<file path="src/rtl/loop_scheduler.sv">
// Convolution loop-nest scheduler.
// Walks bb > nn > ii > kky > kkx > xx > yy (yy innermost) and presents one
// iteration per handshake as registered weight/activation/psum addresses,
// together with first/last accumulation markers for the psum buffer.
//
// state  | meaning
// -------+--------------------------------------------------------------
// S_IDLE | waiting for start; configuration checked on the start cycle
// S_RUN  | iterations issued, counters advance on issue_valid&&issue_ready
// S_DONE | one-cycle job end, done pulses here, then back to S_IDLE
module loop_scheduler #(
  parameter int DIM_W   = 16,
  parameter int WEI_AW  = 10,
  parameter int ACT_AW  = 10,
  parameter int PSUM_AW = 10,
  parameter int LANES   = 4
) (
  input  logic                 core_clk,
  input  logic                 rst,
  input  logic                 start,
  input  logic [DIM_W-1:0]     stride,
  input  logic [DIM_W-1:0]     fkx,
  input  logic [DIM_W-1:0]     fky,
  input  logic [DIM_W-1:0]     x,
  input  logic [DIM_W-1:0]     y,
  input  logic [DIM_W-1:0]     nc,
  input  logic [DIM_W-1:0]     ic,
  input  logic [DIM_W-1:0]     batch,
  input  logic [DIM_W-1:0]     padding_x,
  input  logic [DIM_W-1:0]     padding_y,
  output logic                 busy,
  output logic                 done,
  output logic                 err,
  output logic                 issue_valid,
  input  logic                 issue_ready,
  output logic                 wei_read_en,
  output logic                 act_read_en,
  output logic [WEI_AW-1:0]    wei_read_addr,
  output logic [ACT_AW-1:0]    act_read_addr,
  output logic [PSUM_AW-1:0]   psum_addr,
  output logic                 psum_first,
  output logic                 psum_last
);

  // Padded extents need two extra bits; wrap compares need one more.
  localparam int CW = DIM_W + 2;
  localparam int EW = CW + 1;

  typedef enum logic [1:0] {S_IDLE, S_RUN, S_DONE} state_t;

  state_t state;

  // Captured job configuration (channel counts held in LANES units).
  logic [DIM_W-1:0] stride_q, fkx_q, fky_q, ncl_q, icl_q, batch_q;
  logic [CW-1:0]    xp_q, yp_q, ox_q, oy_q;

  // Loop counters; xpos/ypos track xx*stride and yy*stride.
  logic [DIM_W-1:0] bb, nnl, iil, kky, kkx, xx, yy;
  logic [CW-1:0]    xpos, ypos;

  // Start-cycle view of the raw inputs.
  logic [CW-1:0]    xp_in, yp_in, ox_in, oy_in;
  logic [DIM_W-1:0] stride_nz, ncl_in, icl_in;
  logic             cfg_legal;

  // Legality check and derived extents from the live inputs.
  always_comb begin
    xp_in     = CW'(x) + (CW'(padding_x) << 1);
    yp_in     = CW'(y) + (CW'(padding_y) << 1);
    ncl_in    = nc / DIM_W'(LANES);
    icl_in    = ic / DIM_W'(LANES);
    stride_nz = (stride == '0) ? DIM_W'(1) : stride;
    cfg_legal = (stride != '0) && (fkx != '0) && (fky != '0) &&
                (x != '0) && (y != '0) && (nc != '0) && (ic != '0) &&
                (batch != '0) &&
                (xp_in >= CW'(fkx)) && (yp_in >= CW'(fky)) &&
                ((nc % DIM_W'(LANES)) == '0) && ((ic % DIM_W'(LANES)) == '0);
    ox_in     = ((xp_in - CW'(fkx)) / CW'(stride_nz)) + 1'b1;
    oy_in     = ((yp_in - CW'(fky)) / CW'(stride_nz)) + 1'b1;
  end

  logic wrap_y, wrap_x, wrap_kx, wrap_ky, wrap_i, wrap_n, wrap_b, last_iter;
  logic [DIM_W-1:0] n_bb, n_nnl, n_iil, n_kky, n_kkx, n_xx, n_yy;
  logic [CW-1:0]    n_xpos, n_ypos;

  // Odometer step to the next iteration; xx/yy wrap on position overrun.
  always_comb begin
    wrap_y  = (EW'(ypos) + EW'(stride_q) + EW'(fky_q)) > EW'(yp_q);
    wrap_x  = (EW'(xpos) + EW'(stride_q) + EW'(fkx_q)) > EW'(xp_q);
    wrap_kx = (kkx == fkx_q - 1'b1);
    wrap_ky = (kky == fky_q - 1'b1);
    wrap_i  = (iil == icl_q - 1'b1);
    wrap_n  = (nnl == ncl_q - 1'b1);
    wrap_b  = (bb == batch_q - 1'b1);
    last_iter = wrap_y && wrap_x && wrap_kx && wrap_ky && wrap_i && wrap_n && wrap_b;

    n_bb = bb;  n_nnl = nnl; n_iil = iil; n_kky = kky; n_kkx = kkx;
    n_xx = xx;  n_yy = yy;   n_xpos = xpos; n_ypos = ypos;
    if (!wrap_y) begin
      n_yy   = yy + 1'b1;
      n_ypos = ypos + CW'(stride_q);
    end else begin
      n_yy   = '0;
      n_ypos = '0;
      if (!wrap_x) begin
        n_xx   = xx + 1'b1;
        n_xpos = xpos + CW'(stride_q);
      end else begin
        n_xx   = '0;
        n_xpos = '0;
        if (!wrap_kx) n_kkx = kkx + 1'b1;
        else begin
          n_kkx = '0;
          if (!wrap_ky) n_kky = kky + 1'b1;
          else begin
            n_kky = '0;
            if (!wrap_i) n_iil = iil + 1'b1;
            else begin
              n_iil = '0;
              if (!wrap_n) n_nnl = nnl + 1'b1;
              else begin
                n_nnl = '0;
                n_bb  = bb + 1'b1;
              end
            end
          end
        end
      end
    end
  end

  logic [WEI_AW-1:0]  a_wei;
  logic [ACT_AW-1:0]  a_act;
  logic [PSUM_AW-1:0] a_psum;
  logic               a_first, a_last;

  // Addresses of the next iteration. Products are taken modulo the port
  // width, which yields the same bits as a full-width result truncated.
  always_comb begin
    a_wei  = ((WEI_AW'(n_nnl) * WEI_AW'(icl_q) + WEI_AW'(n_iil)) * WEI_AW'(fky_q)
              + WEI_AW'(n_kky)) * WEI_AW'(fkx_q) + WEI_AW'(n_kkx);
    a_act  = ((ACT_AW'(n_bb) * ACT_AW'(icl_q) + ACT_AW'(n_iil)) * ACT_AW'(yp_q)
              + ACT_AW'(n_ypos) + ACT_AW'(n_kky)) * ACT_AW'(xp_q)
              + ACT_AW'(n_xpos) + ACT_AW'(n_kkx);
    a_psum = ((PSUM_AW'(n_bb) * PSUM_AW'(ncl_q) + PSUM_AW'(n_nnl)) * PSUM_AW'(oy_q)
              + PSUM_AW'(n_yy)) * PSUM_AW'(ox_q) + PSUM_AW'(n_xx);
    a_first = (n_iil == '0) && (n_kky == '0) && (n_kkx == '0);
    a_last  = (n_iil == icl_q - 1'b1) && (n_kky == fky_q - 1'b1) &&
              (n_kkx == fkx_q - 1'b1);
  end

  assign wei_read_en = issue_valid;
  assign act_read_en = issue_valid;

  // Control FSM with registered status and issue outputs.
  always_ff @(posedge core_clk or posedge rst) begin
    if (rst) begin
      state <= S_IDLE;
      busy <= 1'b0; done <= 1'b0; err <= 1'b0; issue_valid <= 1'b0;
      wei_read_addr <= '0; act_read_addr <= '0; psum_addr <= '0;
      psum_first <= 1'b0; psum_last <= 1'b0;
      stride_q <= '0; fkx_q <= '0; fky_q <= '0; ncl_q <= '0; icl_q <= '0;
      batch_q <= '0; xp_q <= '0; yp_q <= '0; ox_q <= '0; oy_q <= '0;
      bb <= '0; nnl <= '0; iil <= '0; kky <= '0; kkx <= '0; xx <= '0; yy <= '0;
      xpos <= '0; ypos <= '0;
    end else begin
      case (state)
        S_IDLE: begin
          done <= 1'b0;
          if (start) begin
            stride_q <= stride; fkx_q <= fkx; fky_q <= fky;
            ncl_q <= ncl_in; icl_q <= icl_in; batch_q <= batch;
            xp_q <= xp_in; yp_q <= yp_in; ox_q <= ox_in; oy_q <= oy_in;
            bb <= '0; nnl <= '0; iil <= '0; kky <= '0; kkx <= '0;
            xx <= '0; yy <= '0; xpos <= '0; ypos <= '0;
            if (cfg_legal) begin
              state <= S_RUN;
              busy <= 1'b1; err <= 1'b0; issue_valid <= 1'b1;
              wei_read_addr <= '0; act_read_addr <= '0; psum_addr <= '0;
              psum_first <= 1'b1;
              psum_last  <= (icl_in == DIM_W'(1)) && (fky == DIM_W'(1)) &&
                            (fkx == DIM_W'(1));
            end else begin
              state <= S_DONE;
              err <= 1'b1; done <= 1'b1;
            end
          end
        end
        S_RUN: begin
          if (issue_valid && issue_ready) begin
            if (last_iter) begin
              state <= S_DONE;
              issue_valid <= 1'b0; busy <= 1'b0; done <= 1'b1;
            end else begin
              bb <= n_bb; nnl <= n_nnl; iil <= n_iil; kky <= n_kky; kkx <= n_kkx;
              xx <= n_xx; yy <= n_yy; xpos <= n_xpos; ypos <= n_ypos;
              wei_read_addr <= a_wei; act_read_addr <= a_act; psum_addr <= a_psum;
              psum_first <= a_first; psum_last <= a_last;
            end
          end
        end
        S_DONE: begin
          done  <= 1'b0;
          state <= S_IDLE;
        end
        default: state <= S_IDLE;
      endcase
    end
  end

endmodule

</file>
<file path="config.mk">
export PLATFORM = sky130hd
export DESIGN_NAME = loop_scheduler
export DESIGN_NICKNAME = d
export VERILOG_FILES = /design/src/rtl/loop_scheduler.sv
export SDC_FILE = /design/constraint.sdc
export NUM_CORES = 2
export LEC_CHECK = 0
export CAP_MARGIN = 20
export CORE_AREA = 2 2 325 456
export DETAILED_ROUTE_END_ITERATION = 16
export DIE_AREA = 0 0 327 458
export SYNTH_ARGS = -nofsm -noshare
export SYNTH_HDL_FRONTEND = slang
export SYNTH_SLANG_ARGS = --single-unit
</file>
<file path="constraint.sdc">
create_clock -name core_clk -period 38.1 [get_ports core_clk]
set_input_delay 7.62 -clock core_clk [delete_from_list [all_inputs] [get_ports core_clk]]
set_output_delay 7.62 -clock core_clk [all_outputs]
set_load 0.05 [all_outputs]
</file>
==> impl_metrics.py <==
metrics = {
    "power_and_ir_drop": {
        "combinationalPowerShare_pct": 86.5,
        "p_int_mw": 3.89,
        "p_leak_nw": 36.8,
        "p_switching_mw": 3.70,
        "p_seq_share_pct": 8.0,
        "p_total_mw": 7.60,
        "switching_share_pct": 48.8,
        "ir_drop_uv": 78.9,
        "power.density_mw_per_mm2": 99.7,
        "clockPowerShare_pct": 5.5,
    },
    "yosys": {
        "ys_ff_latch": 321,
        "yosysTopAreaCell": "ha_1",
        "yosys_warnings": 0,
        "ys_top_cells_by_area": "ha_1, dfrtp_1, fa_1",
        "synth.net_count": 8552,
        "yosysSeqAreaShare_pct": 13.8,
        "avgSynthCellArea_um2": 7.95,
        "synth_cell_types": 105,
        "synthFlopType": "dfrtp_1",
        "async_flop_share_pct": 100,
        "synth-xor-area-share_pct": 9.62,
        "synth_compound_area_share_pct": 19.2,
        "syn_inst": 7296,
        "synth_top_area_share_pct": 16.5,
        "synth_edf_count": 0,
        "synth_top_family_by_area": "adder cells",
        "synth_area_mm2": 0.0580,
        "synthSimpleGateAreaFrac_pct": 21.2,
        "muxShareOfSynthArea_pct": 2.09,
        "yosys.area_share.adder_pct": 27.8,
    },
    "critical_path": {
        "worstPathBufferInverterCount": 19,
        "cp-end-kind": "flip-flop",
        "r2r_end": "psum_addr[9]",
        "rrSetupSlack_ns": 18.22,
        "cp.required_ns": 38.56,
        "cp-startpoint": "padding_x[3]",
        "crit_family": "compound AO/OA/AOI/OAI gates",
        "crit_type": "in -> reg",
        "rr_worst_depth": 73,
        "cp_common_cell": "o21a_1",
        "critPathMaxFanout": 11,
        "crit_path_start_kind": "input port",
        "critPathSlowestCell": "clkdlybuf4s50_1",
        "slowest_delay_ns": 0.45,
        "r2r-start": "fky_q[1]",
        "critPathArrivalTime_ns": 42.95,
    },
    "routing": {
        "routedWlPerCell_um": 20.2,
        "wirelength_mm": 216,
        "drt_pass1_iterations": 6,
        "vias": 59100,
        "ant_nets": 0,
        "vias_per_cell": 5.53,
        "drc_errors": 0,
        "drt_iter0_drc": 3657,
    },
    "hold_path": {
        "hold-path-endpoint": "wei_read_addr[4]",
        "whs_path_depth": 2,
        "hp-class": "reg -> reg",
        "worstHoldStart": "wei_read_addr[4]",
    },
    "clock_tree": {
        "cts_hold_buffers": 0,
        "cts_root_buf": "clkbuf_16",
        "cts_tree": "built",
        "clk_latency_ns": 0.62,
        "htreeDepth": 2,
        "cts_sinks": 321,
        "cts.clk_slew.worst_paths_ns": 0.07,
        "cts_buffers": 38,
        "clock_path_buffers": 3,
    },
    "timing": {
        "worst_slack_ns": -4.39,
        "worst_pin_slew_ns": 1.11,
        "rsz0062_at_grt": "yes",
        "setup_violations": 20,
        "post-route-period-util_pct": 112,
        "fmax_mhz": 23.5,
        "hold_violations": 0,
        "relSlewSlack_pct": 24.9,
        "finalMaxSlewViolations": 0,
        "tns_ns": -81.46,
        "skew_ns": 0.0391,
        "period_minus_slack_ns": 42.49,
    },
    "status": {
        "violations": "setup timing",
        "status": "finished with violations",
    },
    "floorplanning": {
        "row_count": 166,
        "io-pin-count": 202,
        "start_util_pct": 39.8,
        "die_w_um": 327,
        "die-area_mm2": 0.150,
        "die_h_um": 458,
        "coreArea_mm2": 0.146,
    },
    "finish": {
        "syn_to_final_growth_pct": 31.4,
        "final_core_util_pct": 52.4,
        "seq_area_mm2": 0.00803,
        "drive_above_1_share_pct": 23.3,
        "multi_input_area_mm2": 0.0488,
        "nFillCells": 13700,
        "nNetsFinal": 9978,
    },
    "placement": {
        "place_ws_ns": -6.57,
        "finalWeightedCongestion": 0.966,
        "numPortBuffers": 201,
        "hpwl_mm": 173,
    },
    "global_routing": {
        "grt_pass1_wl_mm": 335,
        "grt_max_degree": 107,
        "track_usage_pct": 28.3,
        "grt_overflow": 0,
        "antenna_found_initial": 5,
        "grt_pass1_vias": 61000,
    },
    "flow_run": {
        "cap_violations": 0,
    },
}
## power groups by stage
stage | Sequential, mW | Clock [mW] | Combinational, mW
2_1_floorplan | 0.499 | 0 | 3.72
3_3_place_gp | 0.608 | 0 | 5.72
3_5_place_dp | 0.609 | 0 | 5.82
4_1_cts | 0.604 | 0.426 | 6.31
5_1_grt | 0.620 | 0.438 | 7.19
6_report | 0.608 | 0.419 | 6.57
## metal layers
| metal | track usage (%) | vias to the layer above | share of wire, % |
|---|---|---|---|
| met5 | 0 | - | 0.012 |
| met3 | 2.29 | 616 | 4.2 |
| met2 | 51.3 | 1634 | 50 |
| met1 | 31.8 | 28600 | 39 |
| li1 | - | 28300 | - |
| met4 | 18.1 | 4 | 7.3 |
## metrics by stage
step,cells,hold slack (ns),cell area [µm²]
after floorplan,7296,0.450,58900
after global placement,10300,0.460,70900
after CTS,10600,0.488,75000
after global routing,10700,0.499,76200
after detailed placement,10300,0.472,70900
final,10700,0.479,76200
## cells in the mapped netlist, types with 18 or more instances
library cell,n
a211oi_1,34
a21boi_0,23
a21o_1,126
a21oi_1,343
a22o_1,108
a31oi_1,55
and2_1,259
and3_1,70
buf_1,23
clkbuf_1,224
dfrtp_1,321
fa_1,328
ha_1,764
inv_1,690
mux2_2,79
mux2i_1,32
nand2_1,829
nand2b_1,75
nand3_1,118
nand4_1,68
nor2_1,476
nor2b_1,71
nor3_1,245
nor3b_1,21
nor4_1,76
o2111ai_1,18
o211ai_1,32
o21a_1,201
o21ai_0,436
o21bai_1,61
o31ai_1,67
or2_2,40
or3_1,58
or4_1,20
xnor2_1,430
xor2_1,159
## state kept, by name, indices dropped and copies added, names as in the netlist, 14 cells and up
register,count
iil,16
xpos,18
xp_q,18
ypos,18
fky_q,16
nnl,16
batch_q,16
kky,16
kkx,16
fkx_q,16
stride_q,16
yp_q,18
icl_q,14
ncl_q,14
bb,16
## what timing repair did
action,4_1_cts,5_1_grt
setup endpoints to repair,20,20
hold endpoints to repair,0,0
setup buffers,207,75
pin swaps,273,173
resized for setup,301,134
## tightest hold or removal path, delay by kind of cell, from the launching register on
kind,cells,cell delay [ns]
AOI/OAI and AO/OA,1,0.06
and+or+nand+nor,1,0.04
DFF,1,0.34
## area by class of cell
| type | instances | area share [%] |
|---|---|---|
| multi-input combinational | 6024 | 64.1 |
| timing repair buffer | 1644 | 17.0 |
| sequential | 321 | 10.5 |
| inverter | 693 | 3.44 |
| tap | 1932 | 3.17 |
| clock buffer | 46 | 1.37 |
| clock inverter | 24 | 0.420 |
| antenna | 2 | 0.00657 |
## cell families after synthesis
logic type | after synthesis
simple gates | 2511
mux | 111
compound gates | 1702
buf+inv | 951
flops | 321
xor+xnor | 608
fa+ha+maj | 1092
## worst max-delay path by stage
stage                     endpoint  slack, ns  depth (start not counted)
final                      ox_q[6]      -4.39                        193
after global routing       ox_q[6]      -6.13                        197
after CTS                  ox_q[4]      -4.22                        199
after detailed placement   ox_q[8]      -6.57                        191
after global placement     ox_q[8]      -6.43                        191
after floorplan            ox_q[8]      -4.86                        209
## placed cells by master (no fill, tap or decap), types with 37 or more instances in the layout
master           netlist  routed
a22o_1               108     108
nand4_1               68      68
xor2_1               159     158
mux2_2                79      59
fa_1                 328     326
nor2b_1               71      66
o21a_1               201     196
o21ai_0              436     367
inv_1                690     680
buf_4                  4    1413
and2_1               259     256
o21ai_2                0      45
a21oi_1              343     296
clkbuf_16              0      39
nor4_1                76      68
a21oi_2                1      41
a31oi_1               55      44
or3_1                 58      55
nand3_1              118     110
or2_2                 40      37
o21bai_1              61      60
nand2_1              829     809
and3_1                70      69
ha_1                 764     709
xnor2_1              430     417
nand2b_1              75      72
ha_4                   0      53
dfrtp_1              321     321
nor2_1               476     446
clkdlybuf4s50_1        0     175
a21o_1               126     125
nor3_1               245     232
o31ai_1               67      53
(Power assumes the default switching activity.)
